===== config.mk =====
export PLATFORM = sky130hd
export DESIGN_NAME = mem_arbiter
export DESIGN_NICKNAME = d
export VERILOG_FILES = /design/src/rtl/mem_arb_pkg.sv /design/src/rtl/mem_arbiter_rr_pick2.sv /design/src/rtl/mem_arbiter.sv
export SDC_FILE = /design/constraint.sdc
export NUM_CORES = 1
export LEC_CHECK = 0
export BUFFER_PORTS_ARGS = -buffer_cell sky130_fd_sc_hd__buf_2
export CAP_MARGIN = 20
export CORE_AREA = 2 2 116 118
export DETAILED_ROUTE_END_ITERATION = 12
export DIE_AREA = 0 0 118 120
export PLACE_DENSITY_LB_ADDON = 0.2
export SLEW_MARGIN = 20
export SYNTH_ARGS = -nofsm -noshare
export SYNTH_HDL_FRONTEND = slang
export SYNTH_SLANG_ARGS = --single-unit
export TNS_END_PERCENT = 100

===== constraint.sdc =====
create_clock -name clk -period 1.6 [get_ports clk]
set_input_delay 0.08 -clock clk [delete_from_list [all_inputs] [get_ports clk]]
set_output_delay 0.08 -clock clk [all_outputs]
set_load 0.01 [all_outputs]

===== src/rtl/mem_arb_pkg.sv =====
// Shared encodings for the two-requester data-memory arbiter.
// Owner and FSM state values are fixed so both files and the bench agree.
package mem_arb_pkg;

    typedef enum logic {
        OWN_CPU = 1'b0,
        OWN_LDR = 1'b1
    } owner_t;

    typedef enum logic {
        IDLE    = 1'b0,
        RD_WAIT = 1'b1
    } state_t;

endpackage


===== src/rtl/mem_arbiter_rr_pick2.sv =====
// Purpose: two-way round-robin pick; the requester that was not last served wins a tie.
// Latency: purely combinational, zero cycles.
// Backpressure: none; the caller decides whether a pick is honoured this cycle.
module rr_pick2 (
    input  logic req0,
    input  logic req1,
    input  logic last,
    output logic grant0,
    output logic grant1
);

    // last=1 means requester 1 was served most recently, so requester 0 has priority.
    assign grant0 = req0 & (~req1 | last);
    assign grant1 = req1 & (~req0 | ~last);

endmodule


===== src/rtl/mem_arbiter.sv =====
// Purpose: shares one single-port data memory between the CPU and a loader/debug port.
// Latency: writes complete in the grant cycle; read data returns one cycle after grant.
// Backpressure: no grant while a read is outstanding; a requester holds its request until gnt.
module mem_arbiter
    import mem_arb_pkg::*;
#(
    parameter int AW = 32,
    parameter int DW = 32
) (
    input  logic          clk,
    input  logic          reset,

    input  logic          cpu_req,
    input  logic          cpu_we,
    input  logic [AW-1:0] cpu_addr,
    input  logic [DW-1:0] cpu_wdata,
    output logic          cpu_gnt,
    output logic          cpu_rvalid,
    output logic [DW-1:0] cpu_rdata,
    output logic          cpu_stall,

    input  logic          ldr_req,
    input  logic          ldr_we,
    input  logic [AW-1:0] ldr_addr,
    input  logic [DW-1:0] ldr_wdata,
    output logic          ldr_gnt,
    output logic          ldr_rvalid,
    output logic [DW-1:0] ldr_rdata,

    output logic          mem_we,
    output logic [AW-1:0] mem_addr,
    output logic [DW-1:0] mem_wdata,
    input  logic [DW-1:0] mem_rdata
);

    state_t state, state_nxt;
    owner_t last_owner;
    logic   pick_cpu, pick_ldr;

    rr_pick2 u_pick (
        .req0   (cpu_req),
        .req1   (ldr_req),
        .last   (last_owner),
        .grant0 (pick_cpu),
        .grant1 (pick_ldr)
    );

    always_ff @(posedge clk) begin
        if (reset) begin
            state      <= IDLE;
            last_owner <= OWN_LDR;
        end else begin
            state <= state_nxt;
            if (cpu_gnt) begin
                last_owner <= OWN_CPU;
            end else if (ldr_gnt) begin
                last_owner <= OWN_LDR;
            end
        end
    end

    // In RD_WAIT, last_owner still names the requester whose read is in flight.
    always_comb begin
        state_nxt  = state;
        cpu_gnt    = 1'b0;
        ldr_gnt    = 1'b0;
        cpu_rvalid = 1'b0;
        ldr_rvalid = 1'b0;
        cpu_rdata  = '0;
        ldr_rdata  = '0;
        mem_we     = 1'b0;
        mem_addr   = '0;
        mem_wdata  = '0;
        if (!reset) begin
            case (state)
                IDLE: begin
                    if (pick_cpu) begin
                        cpu_gnt   = 1'b1;
                        mem_we    = cpu_we;
                        mem_addr  = cpu_addr;
                        mem_wdata = cpu_wdata;
                        if (!cpu_we) state_nxt = RD_WAIT;
                    end else if (pick_ldr) begin
                        ldr_gnt   = 1'b1;
                        mem_we    = ldr_we;
                        mem_addr  = ldr_addr;
                        mem_wdata = ldr_wdata;
                        if (!ldr_we) state_nxt = RD_WAIT;
                    end
                end
                RD_WAIT: begin
                    if (last_owner == OWN_CPU) begin
                        cpu_rvalid = 1'b1;
                        cpu_rdata  = mem_rdata;
                    end else begin
                        ldr_rvalid = 1'b1;
                        ldr_rdata  = mem_rdata;
                    end
                    state_nxt = IDLE;
                end
                default: state_nxt = IDLE;
            endcase
        end
    end

    assign cpu_stall = cpu_req & ~cpu_gnt;

endmodule


==> summary by stage, run 1 <==
Hold path
The type of the tightest min-delay check is primary input to flip-flop. The worst hold path depth is 2. The startpoint identified for the worst hold timing path is cpu_we. The worst-case hold path end point is state.

STA
At the pin with the least slew margin, the transition time is 0.254 ns. Setup violations remaining at the end of the flow were counted as 0. Dividing the final minimum period by the clock period gives 0.955.

Setup repair after global routing could not meet its margin everywhere. The minimum period implied by the final worst setup slack is 1.53 ns. The clock skew after layout is 0.00135 ns. For this run, the top clock speed supported by timing is 0.654 GHz. The normalized max-slew margin is 0.831. The final count of hold timing violations came to 0. Summed over all failing endpoints, the final setup total negative slack is 0 ns. The number of max-slew violations in the final report was 0.

Synth
In this run, synthesis produced a sequential element count of 2. After synthesis, the share of cell area in mux cells is 0. The largest total area in the synthesized netlist belongs to sky130_fd_sc_hd__a22o_1. The proportion of register bits with asynchronous set or reset after synthesis is 0. After synthesis, the largest family of logic cells by area is compound AO/OA/AOI/OAI gates. After synthesis, the cell types taking the most area are sky130_fd_sc_hd__a22o_1 47%, sky130_fd_sc_hd__and2_1 33%, sky130_fd_sc_hd__buf_4 5.6%. The register area share after synthesis is 0.0330.

In this run, synthesis inferred 0 flip-flops with an integrated enable. The synthesized area per cell is 7.36 µm². The net count of the mapped netlist is 331. Of the total synthesized cell area, the portion taken by XOR and XNOR cells is 0. Of the total synthesized cell area, the portion taken by AND, OR, NAND and NOR gates is 0.380. The fraction of the mapped netlist area in compound gates is 0.481.

The main flop type after synthesis is sky130_fd_sc_hd__dfxtp_1. The commonest cells after synthesis are 65 x sky130_fd_sc_hd__a22o_1, 65 x sky130_fd_sc_hd__and2_1, 9 x sky130_fd_sc_hd__buf_4. The synthesized netlist cell count is 165. The synthesized cell area is 1210 µm².

The share of synthesized area in the top cell type comes to 0.469. Of the total synthesized cell area, the portion taken by full adders, half adders and majority gates is 0. The number of unique standard cell types used by synthesis is 16.

For this run, the number of Yosys warnings is 0.

Critical path
Measured in cells, the most critical reg-to-reg path has a length of 3. The critical path start-end classification is flip-flop to output port. STA classifies the critical path startpoint as a flip-flop. The worst setup slack for register-to-register paths is 0.69 ns. The launching point of the worst reg2reg path is last_owner. The peak fanout along the critical path is 21. STA puts the critical path data required time at 1.52 ns. The endpoint of the worst register-to-register path is last_owner. STA puts the critical path data arrival time at 1.45 ns.

STA classifies the critical path endpoint as an output port.

Layout
The share of layout cells above drive strength 1 is 0.702. The number of antenna diodes in the final layout is 0. Summing all non-filler instances in the final layout gives an area of 3100 µm².

Counting the fill cells in the layout gives 1443. The net count of the finished layout is 624. The synthesis-to-layout area growth is 155%.

Placement
The number of buffers added on ports is 299. The cell area reported after detailed placement is 2910 µm². After legalization and detailed placement, the total HPWL measured 6350 µm. The congestion estimate from routability-driven global placement came to 0.720.

Detailed routing
The final layout contains routed wiring with a total length of 8050 µm. In the final routed layout, each cell accounts on average for 12.7 µm. The total via count after detailed routing is 2458.

Dividing the detail-routed via count by the number of cells gives 3.89. After the first detailed-routing iteration, the DRC count stood at 48. The count of antenna-violating nets left after detailed routing is 0. The remaining routing DRC violations is 0. The first TritonRoute pass finished after 4 iterations.

Run status
The flow ran to the end, and the final reports show no timing, DRC or antenna violations.

Global route
The via count of the first global-routing pass is 2370. The number of antenna violations at the first check in global routing is 0. The overflow left after global routing is 0. The overall routing resource usage is 0.0991.

The first global-routing pass estimated 11600 µm of wire. Entering global routing, the biggest net connects 42 pins.

Clock network
The clock-pin transition on the worst setup and hold timing paths is 0.03 ns. The clock tree root driver cell is sky130_fd_sc_hd__clkbuf_16. The longest clock path from root to sink contains 2 buffers. For this design, the sink count on the clock tree is 2. The number of levels in the clock H-tree is 1.

The clock network latency to the later pin of the worst-skew pair is 0.22 ns. The TritonCTS clock tree is built. The number of buffers inserted by post-CTS setup repair is 0. The number of buffers inserted during clock tree synthesis is 3.

Floorplan
The area of the placeable core is 13000 µm². The starting density of the core is 0.0936. The I/O pin count is 300. The floorplan step defined a die boundary enclosing 14200 µm². The number of cell rows is 42. Measured along the y axis, the die boundary spans 120 µm.

The die width is 118 µm.

Pwr
The power per cell area is 380 nW/µm². IR analysis of the VDD net gives a maximum drop of 627 µV. The static leakage power is 1.98 nW.

Job
Across the run, the number of max-cap violations was 0.
-- sequential cells by signal, indices dropped and copies added, names as in the netlist --
| name | cells |
|---|---|
| state | 1 |
| last_owner | 1 |
-- critical path, stage by stage (launching register included) --
cell                       delay (ns)
sky130_fd_sc_hd__dfxtp_2         0.33
sky130_fd_sc_hd__nand2b_4        0.14
sky130_fd_sc_hd__nand3_2         0.10
sky130_fd_sc_hd__clkinv_4        0.14
sky130_fd_sc_hd__buf_12          0.19
sky130_fd_sc_hd__a22o_1          0.18
sky130_fd_sc_hd__buf_2           0.14
-- cells by family after synthesis --
family                 count (synthesis)
AO/OA/AOI/OAI                         67
buffers and inverters                 22
flip-flops                             2
AND/OR/NAND/NOR                       74
-- routing by layer --
layer  track usage  vias up  routed length, µm
li1              -     1194                  -
met1         0.113     1100               3180
met2         0.197      162               4220
met3        0.0176        2                636
met4       0.00904        0                 11
met5             0        -                  0
-- stage by stage --
stage	hold WS (ns)	cells	total power, mW	utilization	setup slack, ns
5_1_grt	0.106	632	1.26	0.238	0.000870
3_3_place_gp	0.326	626	0.755	0.224	0.260
3_5_place_dp	0.329	626	0.760	0.224	0.207
2_1_floorplan	0.174	165	0.370	-	0.395
6_report	0.0967	632	1.18	0.238	0.0721
4_1_cts	0.0988	631	1.18	0.236	0.000430
-- how the worst max path moves through the flow --
stage	end	slack, ns	start
2_1_floorplan	mem_addr[13]	0.39	last_owner
3_3_place_gp	mem_wdata[6]	0.26	last_owner
3_5_place_dp	mem_wdata[6]	0.21	last_owner
4_1_cts	mem_wdata[21]	0.0004	last_owner
5_1_grt	mem_wdata[20]	0.0009	state
6_report	mem_wdata[6]	0.07	last_owner
-- placed cells by master, fill, tap and decap left out, drive strengths merged --
cell      n
nor3b     1
nand2b    2
buf     307
nor2      2
nand2     1
inv       1
nand3     2
o22ai     1
clkbuf    4
and3b     1
dfxtp     2
clkinv    1
a211o     1
a22o     65
and2     65
-- report_power, final --
part / internal [mW] / switching (mW) / leakage (nW)
logic: 0.401 / 0.340 / 1.93
clock network: 0.318 / 0.0539 / 0.0370
registers: 0.0557 / 0.00624 / 0.0167
total: 0.775 / 0.400 / 1.98
-- timing repair --
action | 4_1_cts | 5_1_grt
hold buffers | 0 | 0
cloned | 2 | 1
setup endpoints to repair | 4 | 60
pin swaps | 2 | 1
gates resized for setup | 7 | 6
-- area by class of cell --
| class | instances | area, µm² | share of cell area |
|---|---|---|---|
| inverter | 2 | 15.0 | 0.00485 |
| clock buffer | 3 | 75.1 | 0.0243 |
| sequential | 2 | 42.5 | 0.0137 |
| tap | 176 | 220 | 0.0711 |
| timing repair buffer | 308 | 1670 | 0.540 |
| multi-input combinational | 141 | 1070 | 0.346 |
(Power assumes the default switching activity.)
==> run 2, diff against run 1 <==
- BUFFER_PORTS_ARGS: -buffer_cell sky130_fd_sc_hd__buf_2 -> default
- DONT_BUFFER_PORTS: default -> 1
==> summary by stage, run 2 (synthesis results as in run 1) <==
Run status
The flow ran to the end, and the final reports show no timing, DRC or antenna violations.

Layout
The total area of multi-input combinational cells is 1100 µm² (+3.2%). The count of filler cells inserted in the layout is 1503 (+4.2%). In the layout the commonest cells are 65 x sky130_fd_sc_hd__and2_1, 58 x sky130_fd_sc_hd__a22o_1, 6 x sky130_fd_sc_hd__buf_4, 5 x sky130_fd_sc_hd__a22o_4. The share of layout cells above drive strength 1 is 0.168 (-0.534). The largest registers in the layout are last_owner (1), state (1). The most common cell after layout, fill and taps aside is sky130_fd_sc_hd__and2_1. The synthesis-to-layout area growth is 34.1%. The final-stage net count came to 329 (-47%). The footprint of the flip-flops and latches is 41.3 µm² (-2.9%). The antenna diode count is 0 (unchanged). The utilization after layout was 0.126 (-0.113).

Hold path
The worst hold path begins at cpu_req. The worst hold path depth came to 2 (unchanged). The type of the tightest min-delay check is primary input to flip-flop. For hold timing, the worst endpoint is last_owner.

Detailed routing
The count of antenna-violating nets left after detailed routing is 0 (unchanged). The highest metal layer used by the detailed router is met4. The met2 wire length came to 3220 µm (-24%).

The total met3 wirelength after detailed routing is 644 µm (+1.3%). The length of routed wiring on met1 was 2210 µm (-31%). The wire length per cell after detailed routing is 18.2 µm (+43%).

The first-pass detailed-route iteration total was 4 (unchanged). The via-per-instance ratio is 4.43 (+14%). The final routed wirelength across all metal layers is 6130 µm (-24%). The number of violations reported at the end of detailed-routing iteration 0 is 38 (-21%). The total via count after detailed routing was 1492 (-39%). The remaining routing DRC violations was 0 (unchanged).

STA
The upper clock frequency limit is 0.647 GHz (-1.1%). The slew at the pin with the worst max-slew slack is 0.260 ns (+0.00674 ns). The number of max-slew violations in the final report is 0 (unchanged). The clock skew after layout came to 0.000655 ns (-0.000693 ns).

Setup repair after global routing could not meet its margin everywhere. The final count of hold timing violations is 0 (unchanged). The normalized max-slew margin is 0.826 (-0.00449). The minimum period implied by the final worst setup slack is 1.55 ns (+0.0174 ns).

The total of endpoints with negative setup slack in the final report was 0 (unchanged). The share of the clock period used by the worst path after layout came to 0.966 (+0.0109).

Pwr
The net switching power is 303 µW (-24%). The net switching share of the total power is 0.359 (+0.0179). The clock network fraction of total power is 0.448 (+0.132). The sequential cell fraction of total power is 0.071 (+0.018).

The logic gate share of total power is 0.481 (-0.150). The power after layout is 844 µW (-28%). The power per cell area came to 518 nW/µm² (+37%).

The worst ir drop on vdd is 486 µV (-23%). The internal power contribution is 542 µW (-30%). The static leakage power came to 0.645 nW (-67%).

Floorplan
The die area came to 14200 µm² (unchanged). The starting density of the core is 0.0936 (unchanged). The die width was 118 µm (unchanged). The chip height was 120 µm (unchanged). The area of the placeable core came to 13000 µm² (unchanged). The number of cell rows came to 42 (unchanged). The I/O pin count is 300 (unchanged).

Clock network
The clock-pin transition on the worst setup and hold timing paths is 0.03 ns (about the same). The number of buffers on the longest clock path is 2 (unchanged). The number of sinks driven by the clock tree is 2 (unchanged). The number of levels in the clock H-tree is 1 (unchanged). The TritonCTS clock tree is built.

The number of buffers inserted during clock tree synthesis is 3 (unchanged). The clock network latency to the later pin of the worst-skew pair was 0.22 ns (about the same). The clock tree root driver cell is sky130_fd_sc_hd__clkbuf_16.

Critical path
The critical path start-end classification is flip-flop to output port. The peak fanout along the critical path is 10 (-52%). The worst setup slack for register-to-register paths was 0.14 ns (-0.55 ns). In this run the critical register-to-register path is launched from last_owner. The data required time at the worst endpoint is 1.52 ns (about the same). The worst setup path is launched from a flip-flop. On the critical path, the stage with the largest delay is an instance of sky130_fd_sc_hd__dfxtp_1. The worst register-to-register path ends at state.

The data arrival time of the critical path is 1.47 ns (+0.02 ns). The critical path capture point type is an output port. The critical path goes through nand2_1 -> nand3_2 -> clkinv_4 -> buf_4 -> a22o_2. The critical path's largest stage delay is 0.38 ns (+0.05 ns).

The number of cells on the worst reg-to-reg path is 4 (+1).

Placement
The last weighted congestion value of the routability-driven placer was 0.706 (-1.9%). The number of buffers added on ports came to 0 (-100%). The half-perimeter wire length after detailed placement is 4870 µm (-23%).

Global route
The largest net degree at the start of global routing is 34 (-19%). The number of antenna violations at the first check in global routing is 0 (unchanged). The overflow left after global routing is 0 (unchanged).

The overall routing resource usage is 0.0696 (-0.0295). The wire length of the first global-routing pass is 7520 µm (-35%). The via count of the first global-routing pass is 1317 (-44%).

Job
The number of max-cap violations is 0 (unchanged).
run 2: changes by cell type in the layout (fill, tap and decap cells not counted), moves of 2 or more:
cell and change:
sky130_fd_sc_hd__a22o_1 -7, sky130_fd_sc_hd__a22o_2 +2, sky130_fd_sc_hd__a22o_4 +5, sky130_fd_sc_hd__buf_12 -2, sky130_fd_sc_hd__buf_2 -299, sky130_fd_sc_hd__buf_4 +4
sky130_fd_sc_hd__dlygate4sd3_1 +3
run 2: through the flow:
| step | setup WS (ns) | instance area [µm²] | TNS (ns) | hold slack (ns) | cells |
|---|---|---|---|---|---|
| after global placement | 0.147 | 1390 | 0 | 0.186 | 328 |
| after global routing | -0.0188 | 1630 | -0.0262 | 0.0805 | 337 |
| after floorplan | 0.395 | 1210 | 0 | 0.174 | 165 |
| after detailed placement | 0.117 | 1390 | 0 | 0.184 | 328 |
| final | 0.0547 | 1630 | 0 | 0.0480 | 337 |
| after CTS | -0.0288 | 1590 | -0.149 | 0.0484 | 337 |
run 2: worst max-delay path by stage:
| stage | start | cells after the start | end |
|---|---|---|---|
| 3_5_place_dp | state | 5 | mem_wdata[9] |
| 5_1_grt | last_owner | 5 | mem_wdata[20] |
| 4_1_cts | state | 5 | mem_wdata[15] |
| 3_3_place_gp | state | 5 | mem_wdata[9] |
| 2_1_floorplan | last_owner | 6 | mem_addr[13] |
| 6_report | last_owner | 5 | mem_wdata[20] |
run 2: critical path, delay by kind of cell, from the launching register on:
family / cells / cell delay [ns]
compound gates: 1 / 0.31
buf+inv: 2 / 0.35
flops: 1 / 0.38
simple gates: 2 / 0.19
run 2: layout make-up:
class                           count  area share
Multi-Input combinational cell    141       0.678
Tap cell                          176       0.135
Timing Repair Buffer               13       0.104
Clock buffer                        3      0.0461
Sequential cell                     2      0.0253
Inverter                            2      0.0108
run 2: metal layers:
layer	GRT usage	up-vias
met3	0.0128	6
met2	0.132	171
li1	-	608
met5	0	-
met4	0.0166	0
met1	0.0801	707
run 2: what timing repair did:
action,4_1_cts,5_1_grt
endpoints found under the setup margin,55,62
hold buffers,3,0
pin swaps,1,0
cloned,2,0
setup buffers,1,0
endpoints found under the hold margin,2,0
resized for setup,10,8
run 2: power groups by stage:
stage	registers, mW	logic, mW	clock network (mW)
final	0.0601	0.406	0.378
after detailed placement	0.0599	0.354	0
after floorplan	0.0589	0.311	0
after CTS	0.0593	0.402	0.384
after global routing	0.0613	0.431	0.388
after global placement	0.0596	0.354	0
==> run 3, diff against run 2 <==
- CORE_AREA: 2 2 116 118 -> 2 2 118 120
- DIE_AREA: 0 0 118 120 -> 0 0 120 122
- SYNTH_HIERARCHICAL: default -> 1
==> summary by stage, run 3 <==
Run status
The flow ran to the end, but the final reports show violations. The final reports fail on negative setup slack.

Pwr
The net switching share of the total power is 0.424 (+0.0650). The logic gate share of total power was 0.596 (+0.115). The power after layout is 1.08 mW (+27%). The worst ir drop on vdd is 209 µV (-57%).

The net switching power is 456 µW (+50%). The internal power contribution is 620 µW (+14%). The sequential cell fraction of total power came to 0.055 (-0.016). The clock network fraction of total power is 0.348 (-0.100). The power per cell area came to 493 nW/µm² (-5.0%). The static leakage power is 0.656 nW (+1.8%).

Critical path
The critical path's largest stage delay is 0.35 ns (-0.03 ns). The data required time at the worst endpoint is 1.52 ns (about the same). The signal on the critical path passes through a21boi_2 -> nor2b_4 -> buf_12 -> buf_6 -> a22oi_1 -> nor2_1. The sort of element at the start of the critical path is a flip-flop. The most critical setup path has its startpoint at last_owner.

On the critical path the largest part of the delay comes from simple AND/OR/NAND/NOR gates. The number of cells on the worst reg-to-reg path is 6 (+2). In this run the critical register-to-register path is launched from last_owner. The peak fanout along the critical path is 11 (+1).

The slowest stage of the critical path belongs to the cell sky130_fd_sc_hd__dfxtp_4. The data arrival time of the critical path was 1.54 ns (+0.07 ns). The critical path depth in cells came to 6 (+1). The critical path buffer and inverter count is 2 (unchanged).

The critical path start-end classification is flip-flop to output port. The worst setup path is captured at an output port.

Global route
The number of antenna violations at the first check in global routing came to 0 (unchanged). The via count of the first global-routing pass is 1553 (+18%). The wire length of the first global-routing pass is 8430 µm (+12%).

The overflow left after global routing is 0 (unchanged). The largest net degree at the start of global routing is 48 (+41%). The overall routing resource usage was 0.0770 (+0.00742).

Clock network
The number of buffers on the longest clock path is 2 (unchanged). The TritonCTS clock tree is built. The tree is rooted in a sky130_fd_sc_hd__clkbuf_16. The clock-pin transition on the worst setup and hold timing paths was 0.03 ns (about the same). The number of buffers inserted during clock tree synthesis was 3 (unchanged). The number of sinks driven by the clock tree came to 2 (unchanged). The number of levels in the clock H-tree is 1 (unchanged).

The clock network latency to the later pin of the worst-skew pair is 0.22 ns (about the same).

Layout
The share of layout cells above drive strength 1 is 0.394 (+0.226). The final-stage net count is 450 (+37%). The top cell types in the final layout, fill and taps aside, are 85 x sky130_fd_sc_hd__nor2_1, 46 x sky130_fd_sc_hd__nor2_2, 40 x sky130_fd_sc_hd__a22oi_1, 33 x sky130_fd_sc_hd__nand2_1, 24 x sky130_fd_sc_hd__a22oi_2.

Relative to the synthesized area, the layout overhead comes to 53.1%. The antenna diode count was 0 (unchanged). The largest registers in the layout are last_owner (1), state (1).

The footprint of the flip-flops and latches is 43.8 µm² (+6.1%). The filler-free cell count of the finished design is 462 (+37%). The count of filler cells inserted in the layout is 1555 (+3.5%). Leaving out fill and tap cells, the most frequent cell in the layout is sky130_fd_sc_hd__nor2_1.

The total area of multi-input combinational cells was 1460 µm² (+32%).

Synth
The commonest cells after synthesis are 132 x sky130_fd_sc_hd__nor2_1, 64 x sky130_fd_sc_hd__a22oi_1, 33 x sky130_fd_sc_hd__nand2_1. The count of flip-flops with a built-in enable after synthesis was 0 (unchanged). The proportion of register bits with asynchronous set or reset after synthesis came to 0 (unchanged). The area share of the largest cell type after synthesis is 0.347 (-0.121). The flip-flop and latch count after synthesis is 2 (unchanged). Yosys attributes the largest share of cell area to sky130_fd_sc_hd__nor2_1 35%, sky130_fd_sc_hd__a22oi_1 34%, sky130_fd_sc_hd__nand2_1 8.7%. The synthesized area per cell came to 5.04 µm² (-32%). The main flop type after synthesis is sky130_fd_sc_hd__dfxtp_1. The count of synthesis-stage warnings from yosys was 6 (+6).

The net count of the mapped netlist is 449 (+36%). The synthesized netlist cell count is 283 (+72%). sky130_fd_sc_hd__nor2_1 is the most common cell in the netlist. The synthesized cell area is 1430 µm² (+17%).

The largest total area in the synthesized netlist belongs to sky130_fd_sc_hd__nor2_1. The number of unique standard cell types used by synthesis is 18 (+2). The register area share after synthesis is 0.0281 (-0.00489).

Detailed routing
The via-per-instance ratio is 4.58 (+3.5%). The highest layer touched by signal routing is met4. The total met3 wirelength after detailed routing is 715 µm (+11%). The remaining routing DRC violations is 0 (unchanged). The final routed wirelength across all metal layers is 7740 µm (+26%). The count of antenna-violating nets left after detailed routing is 0 (unchanged). The length of routed wiring on met1 is 2530 µm (+14%). The total via count after detailed routing is 2117 (+42%). The number of violations reported at the end of detailed-routing iteration 0 came to 96 (+150%). The met2 wire length came to 4230 µm (+32%). The wire length per cell after detailed routing was 16.8 µm (-7.9%). The first-pass detailed-route iteration total came to 4 (unchanged).

Floorplan
The chip height was 122 µm (+1.7%). The starting density of the core is 0.106 (+0.0120). The I/O pin count was 300 (unchanged). The area of the placeable core is 13500 µm² (+4.0%). The number of cell rows is 43 (+2.4%).

The die width is 120 µm (+1.7%). The die area is 14600 µm² (+3.4%).

Job
The number of max-cap violations is 0 (unchanged).

STA
Setup repair after global routing could not meet its margin everywhere. The minimum period implied by the final worst setup slack is 1.62 ns (+0.0697 ns). The upper clock frequency limit was 0.619 GHz (-4.3%).

The total of endpoints with negative setup slack in the final report is 7 (+7). The final count of hold timing violations is 0 (unchanged). The total negative slack is -0.0471 ns (-0.0471 ns). The number of max-slew violations in the final report is 0 (unchanged). The clock skew after layout is 0.000533 ns (-0.000122 ns).

The post-route worst setup slack is -0.0150 ns (-0.0697 ns). The slew at the pin with the worst max-slew slack was 0.347 ns (+0.0861 ns). The normalized max-slew margin came to 0.769 (-0.0574). The share of the clock period used by the worst path after layout was 1.01 (+0.0436).

Hold path
The type of the tightest min-delay check is primary input to flip-flop. The hold path startpoint is cpu_we. The worst hold path depth is 2 (unchanged).

Placement
The number of buffers added on ports was 0 (unchanged). The last weighted congestion value of the routability-driven placer is 0.828 (+17%). The half-perimeter wire length after detailed placement was 5770 µm (+18%). The number of cells in the design after placement is 449 (+37%).
[run 3: cell types whose count changed in the layout (fill, tap and decap cells not counted), moves of 32 or more]
cell | previous run | this run
sky130_fd_sc_hd__nor2_2 | 1 | 46
sky130_fd_sc_hd__nor2_1 | 1 | 85
sky130_fd_sc_hd__and2_1 | 65 | 0
sky130_fd_sc_hd__a22o_1 | 58 | 0
sky130_fd_sc_hd__nand2_1 | 1 | 33
sky130_fd_sc_hd__a22oi_1 | 0 | 40
[run 3: repair_timing]
| item | 4_1_cts | 5_1_grt |
|---|---|---|
| gates resized for setup | 7 | 80 |
| hold buffers | 1 | 0 |
| pin swaps | 1 | 11 |
| endpoints found under the setup margin | 67 | 66 |
| setup buffers | 2 | 4 |
| cloned | 0 | 4 |
| hold endpoints to repair | 1 | 0 |
[run 3: final cells by class]
| type | count | area share |
|---|---|---|
| multi-input cells | 244 | 0.670 |
| repair buffers | 30 | 0.167 |
| well taps | 180 | 0.103 |
| clock buffers | 3 | 0.0344 |
| flip-flops and latches | 2 | 0.0201 |
| inverters | 3 | 0.00516 |
[run 3: path summary, 6_finish.rpt]
kind	end	slack, ns
max	mem_addr[15]	-0.02
min	state	0.04
max reg2reg	state	0.30
min reg2reg	last_owner	0.66
[run 3: cell families after synthesis]
| group | share of synthesized area |
|---|---|
| compound gates | 0.363 |
| buf+inv | 0.136 |
| flops | 0.0281 |
| simple gates | 0.473 |
[run 3: stage by stage]
step           hold slack, ns  setup WS [ns]  instance area, µm²   util
5_1_grt                0.0690         -0.105                2180  0.162
2_1_floorplan           0.187         0.0958                1430      -
6_report               0.0439        -0.0150                2180  0.162
4_1_cts                0.0457        0.00848                1820  0.135
3_3_place_gp            0.199         0.0658                1700  0.126
3_5_place_dp            0.201         0.0250                1700  0.126
[run 3: worst register-to-register path, cell delays in order (launching register included)]
cell	delay, ns
sky130_fd_sc_hd__dfxtp_4	0.35
sky130_fd_sc_hd__a21boi_2	0.17
sky130_fd_sc_hd__nor2b_4	0.21
sky130_fd_sc_hd__buf_6	0.16
sky130_fd_sc_hd__clkbuf_16	0.16
sky130_fd_sc_hd__nand2b_1	0.05
sky130_fd_sc_hd__a21oi_1	0.13
[run 3: metal layers]
metal  track usage  up-vias
met1        0.0729      971
met3        0.0159       14
met2         0.156      181
met4        0.0368        0
li1              -      951
met5             0        -
[run 3: power by group through the flow]
stage	logic, mW	clock network (mW)	registers [mW]
floorplan	0.405	0	0.0572
global placement	0.487	0	0.0599
detailed placement	0.497	0	0.0600
CTS	0.513	0.385	0.0600
global route	0.694	0.392	0.0604
finish	0.641	0.374	0.0595
